**src/rtl/bcd_serial_subtractor.sv**
```systemverilog
`default_nettype none
// ============================================================================
//  Module      : bcd_serial_subtractor
//  Description : Digit-serial BCD subtractor. Computes |a - b| and its sign
//                one decimal digit per clock, least-significant digit first,
//                with a borrow chain. Sign-magnitude BCD result is returned
//                over a valid/ready handshake.
//  Revision    : 1.0 - initial release
// ============================================================================
module bcd_serial_subtractor #(
    parameter int DIGITS = 4
) (
    input  logic                clk,
    input  logic                rst,
    input  logic                in_valid,
    output logic                in_ready,
    input  logic [4*DIGITS-1:0] a,
    input  logic [4*DIGITS-1:0] b,
    output logic                out_valid,
    input  logic                out_ready,
    output logic [4*DIGITS-1:0] diff,
    output logic                sign,
    output logic                err
);

    // Digit index width; a one-digit build still needs a 1-bit index.
    localparam int              c_IW   = (DIGITS > 1) ? $clog2(DIGITS) : 1;
    localparam logic [c_IW-1:0] c_LAST = c_IW'(DIGITS - 1);
    localparam logic [c_IW-1:0] c_ONE  = c_IW'(1);

    typedef enum logic [1:0] {
        S_IDLE = 2'd0,
        S_SUB  = 2'd1,
        S_FIX  = 2'd2,
        S_DONE = 2'd3
    } state_t;

    state_t                r_state;
    state_t                w_state_nxt;

    logic [4*DIGITS-1:0]   r_a;
    logic [4*DIGITS-1:0]   r_b;
    logic [4*DIGITS-1:0]   r_res;
    logic                  r_sign;
    logic                  r_err;
    logic                  r_borrow;
    logic [c_IW-1:0]       r_idx;

    logic [4*DIGITS-1:0]   w_a_nxt;
    logic [4*DIGITS-1:0]   w_b_nxt;
    logic [4*DIGITS-1:0]   w_res_nxt;
    logic                  w_sign_nxt;
    logic                  w_err_nxt;
    logic                  w_borrow_nxt;
    logic [c_IW-1:0]       w_idx_nxt;

    logic [DIGITS-1:0]     w_dig_bad;
    logic                  w_bad;
    logic [c_IW+1:0]       w_pos;
    logic [3:0]            w_min;
    logic [3:0]            w_sub;
    logic [4:0]            w_t;
    logic                  w_neg;
    logic [3:0]            w_dig;

    // Flag any non-decimal nibble on either incoming operand.
    genvar gi;
    generate
        for (gi = 0; gi < DIGITS; gi++) begin : g_chk
            assign w_dig_bad[gi] = (a[gi*4 +: 4] > 4'd9) || (b[gi*4 +: 4] > 4'd9);
        end
    endgenerate
    assign w_bad = |w_dig_bad;

    // Shared single-digit subtract stage. In FIX the minuend is zero and the
    // subtrahend is the raw ten's-complement digit, which turns the raw result
    // into its magnitude with the same borrow/correction rule as SUB.
    assign w_pos = {r_idx, 2'b00};
    assign w_min = (r_state == S_FIX) ? 4'd0 : r_a[w_pos +: 4];
    assign w_sub = (r_state == S_FIX) ? r_res[w_pos +: 4] : r_b[w_pos +: 4];
    assign w_t   = {1'b0, w_min} - {1'b0, w_sub} - {4'b0000, r_borrow};
    assign w_neg = w_t[4];
    assign w_dig = w_neg ? (w_t[3:0] + 4'd10) : w_t[3:0];

    // Handshake and result outputs; in_ready is forced low while reset is held.
    assign in_ready  = (r_state == S_IDLE) && !rst;
    assign out_valid = (r_state == S_DONE);
    assign diff      = r_res;
    assign sign      = r_sign;
    assign err       = r_err;

    // State register.
    always_ff @(posedge clk) begin
        if (rst) begin
            r_state <= S_IDLE;
        end else begin
            r_state <= w_state_nxt;
        end
    end

    // Next-state and datapath update decisions.
    always_comb begin
        w_state_nxt  = r_state;
        w_a_nxt      = r_a;
        w_b_nxt      = r_b;
        w_res_nxt    = r_res;
        w_sign_nxt   = r_sign;
        w_err_nxt    = r_err;
        w_borrow_nxt = r_borrow;
        w_idx_nxt    = r_idx;

        case (r_state)
            S_IDLE: begin
                if (in_valid && in_ready) begin
                    w_a_nxt      = a;
                    w_b_nxt      = b;
                    w_res_nxt    = '0;
                    w_sign_nxt   = 1'b0;
                    w_err_nxt    = w_bad;
                    w_borrow_nxt = 1'b0;
                    w_idx_nxt    = '0;
                    w_state_nxt  = S_SUB;
                end
            end

            S_SUB: begin
                // A bad operand spends exactly one cycle here with a zero result.
                if (r_err) begin
                    w_state_nxt = S_DONE;
                end else begin
                    w_res_nxt[w_pos +: 4] = w_dig;
                    w_borrow_nxt          = w_neg;
                    if (r_idx == c_LAST) begin
                        w_idx_nxt = '0;
                        if (w_neg) begin
                            // Borrow out of the top digit: raw result is the
                            // ten's complement of the magnitude.
                            w_sign_nxt   = 1'b1;
                            w_borrow_nxt = 1'b0;
                            w_state_nxt  = S_FIX;
                        end else begin
                            w_state_nxt  = S_DONE;
                        end
                    end else begin
                        w_idx_nxt = r_idx + c_ONE;
                    end
                end
            end

            S_FIX: begin
                w_res_nxt[w_pos +: 4] = w_dig;
                w_borrow_nxt          = w_neg;
                if (r_idx == c_LAST) begin
                    w_idx_nxt    = '0;
                    w_borrow_nxt = 1'b0;
                    w_state_nxt  = S_DONE;
                end else begin
                    w_idx_nxt = r_idx + c_ONE;
                end
            end

            S_DONE: begin
                if (out_ready) begin
                    w_state_nxt = S_IDLE;
                end
            end

            default: begin
                w_state_nxt = S_IDLE;
            end
        endcase
    end

    // Operand, result and borrow-chain registers.
    always_ff @(posedge clk) begin
        if (rst) begin
            r_a      <= '0;
            r_b      <= '0;
            r_res    <= '0;
            r_sign   <= 1'b0;
            r_err    <= 1'b0;
            r_borrow <= 1'b0;
            r_idx    <= '0;
        end else begin
            r_a      <= w_a_nxt;
            r_b      <= w_b_nxt;
            r_res    <= w_res_nxt;
            r_sign   <= w_sign_nxt;
            r_err    <= w_err_nxt;
            r_borrow <= w_borrow_nxt;
            r_idx    <= w_idx_nxt;
        end
    end

endmodule
`default_nettype wire

```
**config.mk**
```make
export PLATFORM = sky130hd
export DESIGN_NAME = bcd_serial_subtractor
export DESIGN_NICKNAME = d
export VERILOG_FILES = /design/src/rtl/bcd_serial_subtractor.sv
export SDC_FILE = /design/constraint.sdc
export NUM_CORES = 1
export LEC_CHECK = 0
export ABC_AREA = 1
export CORE_MARGIN = 8
export CORE_UTILIZATION = 40
export CTS_CLUSTER_SIZE = 20
export DETAILED_ROUTE_END_ITERATION = 7
export SYNTH_ARGS = -nofsm -noshare
export SYNTH_HDL_FRONTEND = slang
export SYNTH_SLANG_ARGS = --single-unit
export TNS_END_PERCENT = 50
```
**constraint.sdc**
```tcl
create_clock -name clk -period 3.3 [get_ports clk]
set_input_delay 0.99 -clock clk [delete_from_list [all_inputs] [get_ports clk]]
set_output_delay 0.99 -clock clk [all_outputs]
set_load 0.01 [all_outputs]
```
== Word-level counts from Yosys, hierarchy flattened ==
Index checks and enable logic that the tools add are counted.
Operators by class
  add/sub/neg operators: 5
  $mul: 0
  div/mod/pow operators: 0
  order comparisons: 8
  equal/unequal tests: 11
  shift-type cells: 5
  muxes and demuxes: 26
  bitwise operators: 0
  reduce and logical (&&, ||, !) cells: 15
Operators with widths (number)
  16-bit one-hot mux with 3 select lines: 1
  16-bit by 5-bit variable part select with 4-bit output: 3
  4-bit > comparator, second input constant: 8
  16-bit 2-to-1 mux: 2
  16-bit bitwise mux: 1
  2-bit 2-to-1 mux: 8
  4-bit by 6-bit variable shift with 16-bit output, first input constant: 1
  4-bit by 6-bit variable part select with 16-bit output: 1
  4-bit 2-to-1 mux: 3
  2-bit one-hot mux with 4 select lines: 1
  1-bit 2-to-1 mux: 7
  2-bit equality test, second input constant: 3
  2-bit by 1-bit != test with 1-bit output, second input constant: 3
  2-bit != test, second input constant: 3
  4-bit negator with 6-bit output: 1
  2-bit one-hot mux with 3 select lines: 1
  5-bit AND reduction: 1
  4-bit by 4-bit subtractor with 5-bit output: 1
  5-bit by 1-bit subtractor with 5-bit output: 1
  4-bit adder, second input constant: 1
  1-bit logical OR: 4
  4-bit AND reduction: 1
  4-bit OR reduction: 1
  3-bit != test, second input constant: 1
  other kinds (11): 12
Storage, ports and cells
  register bits after elaboration: 55
  bits in latches: 0
  bits in writable memories: 0
  bits in read-only memories: 0
  bits of input ports: 36
  output and inout bits: 20
  word-level logic and storage cells: 78
  memories: 0

== Depth between registers and ports, before layout ==
Gate-level depths: netlist (run 1).
  depth after elaboration: 10
  gate-level depth with buffers: 22
  depth with buffers taken out: 21

== Worst setup path after synthesis (run 1) ==
Ideal clock, no wire load.
  kind: register -> register
  start: reg r_state[0]
  end: reg r_res[15] (netlist: diff[15])
  library setup time: 0.070 ns
  arrival: 2.944 ns
  data required time: 3.230 ns
  setup slack: 0.286 ns
  cell stages (with the launch flop): 19
  path buffers: 1
  period minus slack after synthesis: 3.014 ns
  cells stage by stage: dfxtp_1 inv_1 ha_1 clkbuf_1 a21oi_1 o21ai_0 nand3_1 nand2_1 fa_1 inv_1 fa_1 ha_1 inv_1 nand4_1 nand2_1 nand2_1 nand2_1 nand4_1 a21oi_1
Between the ends
  longest elaborated chain between the ends: 10
  elaborated cells between the ends (all ways): 19
  those cells by class: add/sub (3); eq/ne (4); shift (1); mux (6); reduce/logical (5)
RTL lines
  start: declaration: line 38  | state_t r_state;
  start signal: assignment: line 97  | r_state <= w_state_nxt;
  2-bit equality test: line 79, 80, 112
  4-bit 2-to-1 mux, on equally long branches: line 79, 80
  4-bit by 4-bit subtractor with 5-bit output: line 81  | assign w_t = {1'b0, w_min} - {1'b0, w_sub} - {4'b0000, r_borrow};
  5-bit by 1-bit subtractor with 5-bit output: line 81
  4-bit adder: line 83  | assign w_dig = w_neg ? (w_t[3:0] + 4'd10) : w_t[3:0];
  4-bit 2-to-1 mux: line 83
  4-bit by 6-bit variable part select with 16-bit output: line 131, 151
  16-bit bitwise mux: line 131, 151
  16-bit 2-to-1 mux: line 128  | if (r_err) begin
  16-bit one-hot mux with 3 select lines: line 112  | case (r_state)
  end signal: assignment: line 187  | r_res <= w_res_nxt;
  end: declaration: line 43  | logic [4*DIGITS-1:0] r_res;
Several ways; a longest one is shown, not always the timed one. The select of a mux whose other input is x is not followed.
A chain may end at the register's enable or synchronous reset.

== Worst setup path in the final report (run 1) ==
  start: in rst
  end: out in_ready
Between the ends
  longest elaborated chain between the ends: 2
RTL lines
  start: declaration: line 14  | input logic rst,
  1-bit zero test: line 86  | assign in_ready = (r_state == S_IDLE) && !rst;
  1-bit logical AND: line 86
  end: declaration: line 16  | output logic in_ready,
Every way passes these cells.

==> impl_metrics.env, run 1 <==
export IMPL_mappedNetlistArea_um2=2962
export IMPL_power_share_sequential=0.243
export IMPL_ys_seq_elements=55
export IMPL_critical_path_slowest_cell="clkdlybuf4s50_1"
export IMPL_synth_distinct_cells=31
export IMPL_final_antenna_net_count=0
export IMPL_tritoncts="built"
export IMPL_coreArea_um2=7214
export IMPL_final_cell_count_no_fill=570
export IMPL_worst_slew_margin_rel=0.6808
export IMPL_cts_hold_repair_buffers=0
export IMPL_viasPerCell=4.958
export IMPL_wl_per_cell_um=14.14
export IMPL_place_congestion=0.8293
export IMPL_hold_viol_final=0
export IMPL_p_int_mw=1.741
export IMPL_initialDrtViolationCount=144
export IMPL_synth_seq_area_share=0.3718
export IMPL_timing_clock_skew_ps=7.034
export IMPL_drv_slew=0
export IMPL_tightest_slew_ps=478.9
export IMPL_dp_hpwl_um=6261
export IMPL_dp_cells=562
export IMPL_total_power_mw=3.448
export IMPL_via_count=2826
export IMPL_hp_class="reg -> reg"
export IMPL_ios=56
export IMPL_global_route_usage_over_all_layers=0.1565
export IMPL_grt_pass1_wl_um=12970
export IMPL_worstPathMaxFanout=2
export IMPL_die_area_um2=10410
export IMPL_run_status="finished clean"
export IMPL_finalWorstPathRequiredPeriod_ps=3132
export IMPL_drcViolationCount=0
export IMPL_pre_cts_slack_ps=154.2
export IMPL_post_route_period_util=0.9492
export IMPL_synth_compound_gate_area_share=0.2404
export IMPL_clk_root_buffer_cell="clkbuf_8"
export IMPL_gr_total_overflow=0
export IMPL_synth_top_family_by_area="compound AO/OA/AOI/OAI gates"
export IMPL_path_common_cell="clkdlybuf4s50_1"
export IMPL_path_clk_slew_ps=100
export IMPL_crit_path_start_kind="primary input"
export IMPL_clock_tree_htree_level_count=2
export IMPL_initial_core_util=0.4105
export IMPL_power_net_switching_mw=1.707
export IMPL_power_density_nw_per_um2=913.2
export IMPL_cts_max_path_buffers=2
export IMPL_critical_path_endpoint_type="output pin"
export IMPL_critPathArrivalTime_ps=2140
export IMPL_whs_ps=454.9
export IMPL_placement_cell_area_um2=3664
export IMPL_synth_area_per_cell_um2=7.102
export IMPL_synthesis_nets=469
export IMPL_synth_area_mux_share=0
export IMPL_placement_rows=31
export IMPL_timing_critical_path_slowest_cell_delay_ps=550
export IMPL_dieHeight_um=102.0
export IMPL_fraction_of_the_mapped_netlist_area_in_adder_cells=0.07267
export IMPL_cts_setup_buffers=0
export IMPL_synthesis_instances=417
export IMPL_path_class="in -> out"
export IMPL_cts_repair_resized=0
export IMPL_timing_final_ws_setup_ps=167.7
export IMPL_synth_area_in_xor_xnor=0.002957
export IMPL_cts_sink_count=55
export IMPL_drt_wl_total_um=8061
export IMPL_area_added_between_synthesis_and_finish_pct=27.50
export IMPL_number_of_global_route_vias_before_repair=2645
export IMPL_grt_antenna_before_repair=0
export IMPL_number_of_max_cap_violations=0
export IMPL_setup_violations_final=0
export IMPL_fmax_mhz=319.3
export IMPL_synth_async_sr_flop_share=0
export IMPL_cts_made_buffers=5
export IMPL_synth_simple_gate_area_share=0.2138
export IMPL_clock_insertion_delay_at_the_later_pin_of_the_skew_report_ps=310
export IMPL_yosys_most_used_dff="dfxtp_1"
export IMPL_horizontal_die_dimension_um=102.0
export IMPL_postLayoutCoreUtil=0.5234
export IMPL_path_cells="clkdlybuf4s50_1, nor2_4, clkdlybuf4s50_1"
export IMPL_drive_gt1_frac=0.08068
export IMPL_switching_share=0.4950
export IMPL_layout_nets=522
export IMPL_grt_max_degree=57
export IMPL_drt_pre_antenna_iters=4
export IMPL_cp_required_ps=2310
export IMPL_peakVddDrop_v=0.0003969
export IMPL_synthesis_yosys_warnings=0
export IMPL_gate_power_share=0.641
export IMPL_count_of_flip_flops_with_a_built_in_enable_after_synthesis=0
export IMPL_unrepaired_setup_endpoints_after_global_routing="no"
export IMPL_total_leakage_power_nw=1.518
export IMPL_clock_share_of_power=0.116
export IMPL_portBuffers=55
export IMPL_postLayoutCellArea_um2=3776
export IMPL_fin_setup_tns_ps=0
export IMPL_antennaDiodeCount=0
power groups by stage:
| stage | Clock (mW) | Combinational (mW) | Sequential, mW |
|---|---|---|---|
| 2_1_floorplan | 0 | 1.56 | 0.857 |
| 3_3_place_gp | 0 | 2.09 | 0.853 |
| 3_5_place_dp | 0 | 2.15 | 0.855 |
| 4_1_cts | 0.410 | 2.16 | 0.841 |
| 5_1_grt | 0.432 | 2.48 | 0.854 |
| 6_report | 0.400 | 2.21 | 0.840 |
critical path, delay by kind of cell:
kind / cells / cell delay, ps
buffers and inverters: 2 / 1010
and+or+nand+nor: 1 / 140
worst paths after layout:
kind / cells after the start / slack [ps] / startpoint / to
max reg2reg: 18 / 270 / r_state[0]$_SDFFE_PP0P_ / diff[7]$_SDFFE_PP0P_
min: 2 / 450 / r_b[14]$_SDFFE_PP0P_ / r_b[14]$_SDFFE_PP0P_
max: 3 / 170 / rst / in_ready
min reg2reg: 2 / 450 / r_b[14]$_SDFFE_PP0P_ / r_b[14]$_SDFFE_PP0P_
synthesized netlist by cell type, types with 2 or more instances:
cell,n,area [µm²]
buf_2,4,20.02
fa_1,2,40.04
nand4_1,6,37.54
o21ai_1,4,20.02
nor2_1,4,15.01
ha_1,14,175.2
o21ai_0,60,300.3
nand2_2,2,12.51
nand2_1,81,304.0
clkbuf_1,16,60.06
inv_2,3,11.26
dfxtp_1,55,1101
a21oi_1,68,340.3
nor3_4,2,32.53
inv_1,51,191.4
nand3_1,30,150.1
registers in the layout, indices dropped and copies added, names as in the netlist:
| signal | cells |
|---|---|
| r_a | 16 |
| r_b | 16 |
| diff | 16 |
| r_borrow | 1 |
| sign | 1 |
| err | 1 |
| r_idx | 2 |
| r_state | 2 |
layer usage:
metal / global-route usage / wire length (µm)
met5: 0 / 0
met2: 0.2589 / 3720
met1: 0.2041 / 3884
met3: 0.02452 / 371
met4: 0.04515 / 84
cell type report:
class / count / area, µm²
clock inverter: 2 / 16.27
multi-input combinational: 286 / 1583
fill: 752 / 3438
inverter: 56 / 211.5
sequential: 55 / 1101
clock buffer: 6 / 82.58
timing repair buffer: 66 / 658.1
tap: 99 / 123.9
kinds of logic after synthesis:
| group | count (synthesis) |
|---|---|
| xor gates and xnor gates | 1 |
| AOI/OAI and AO/OA | 137 |
| buffers and inverters | 76 |
| adders and majority gates | 16 |
| and+or+nand+nor | 132 |
| DFF | 55 |
cell usage in the layout, fill, tap and decap left out, drive strengths merged, types with 2 or more instances in the layout:
cell            n
nand2          85
a21oi          69
o21ai          64
dfxtp          55
clkdlybuf4s50  55
inv            54
nand3          30
ha             14
buf            11
nand4           6
clkbuf          6
nor2            6
nor3            3
clkinv          3
fa              2
Note: power is estimated with default switching activity, not from simulation.
==> run 2, diff against run 1 <==
--- a/config.mk
+++ b/config.mk
@@ -6,6 +6,7 @@
 export NUM_CORES = 1
 export LEC_CHECK = 0
 export ABC_AREA = 1
+export ABC_CLOCK_PERIOD_IN_PS = 3300
 export CORE_MARGIN = 8
 export CORE_UTILIZATION = 40
 export CTS_CLUSTER_SIZE = 20
==> results of run 2 <==
The final DEF is identical to that of run 1; final timing and power are the same.
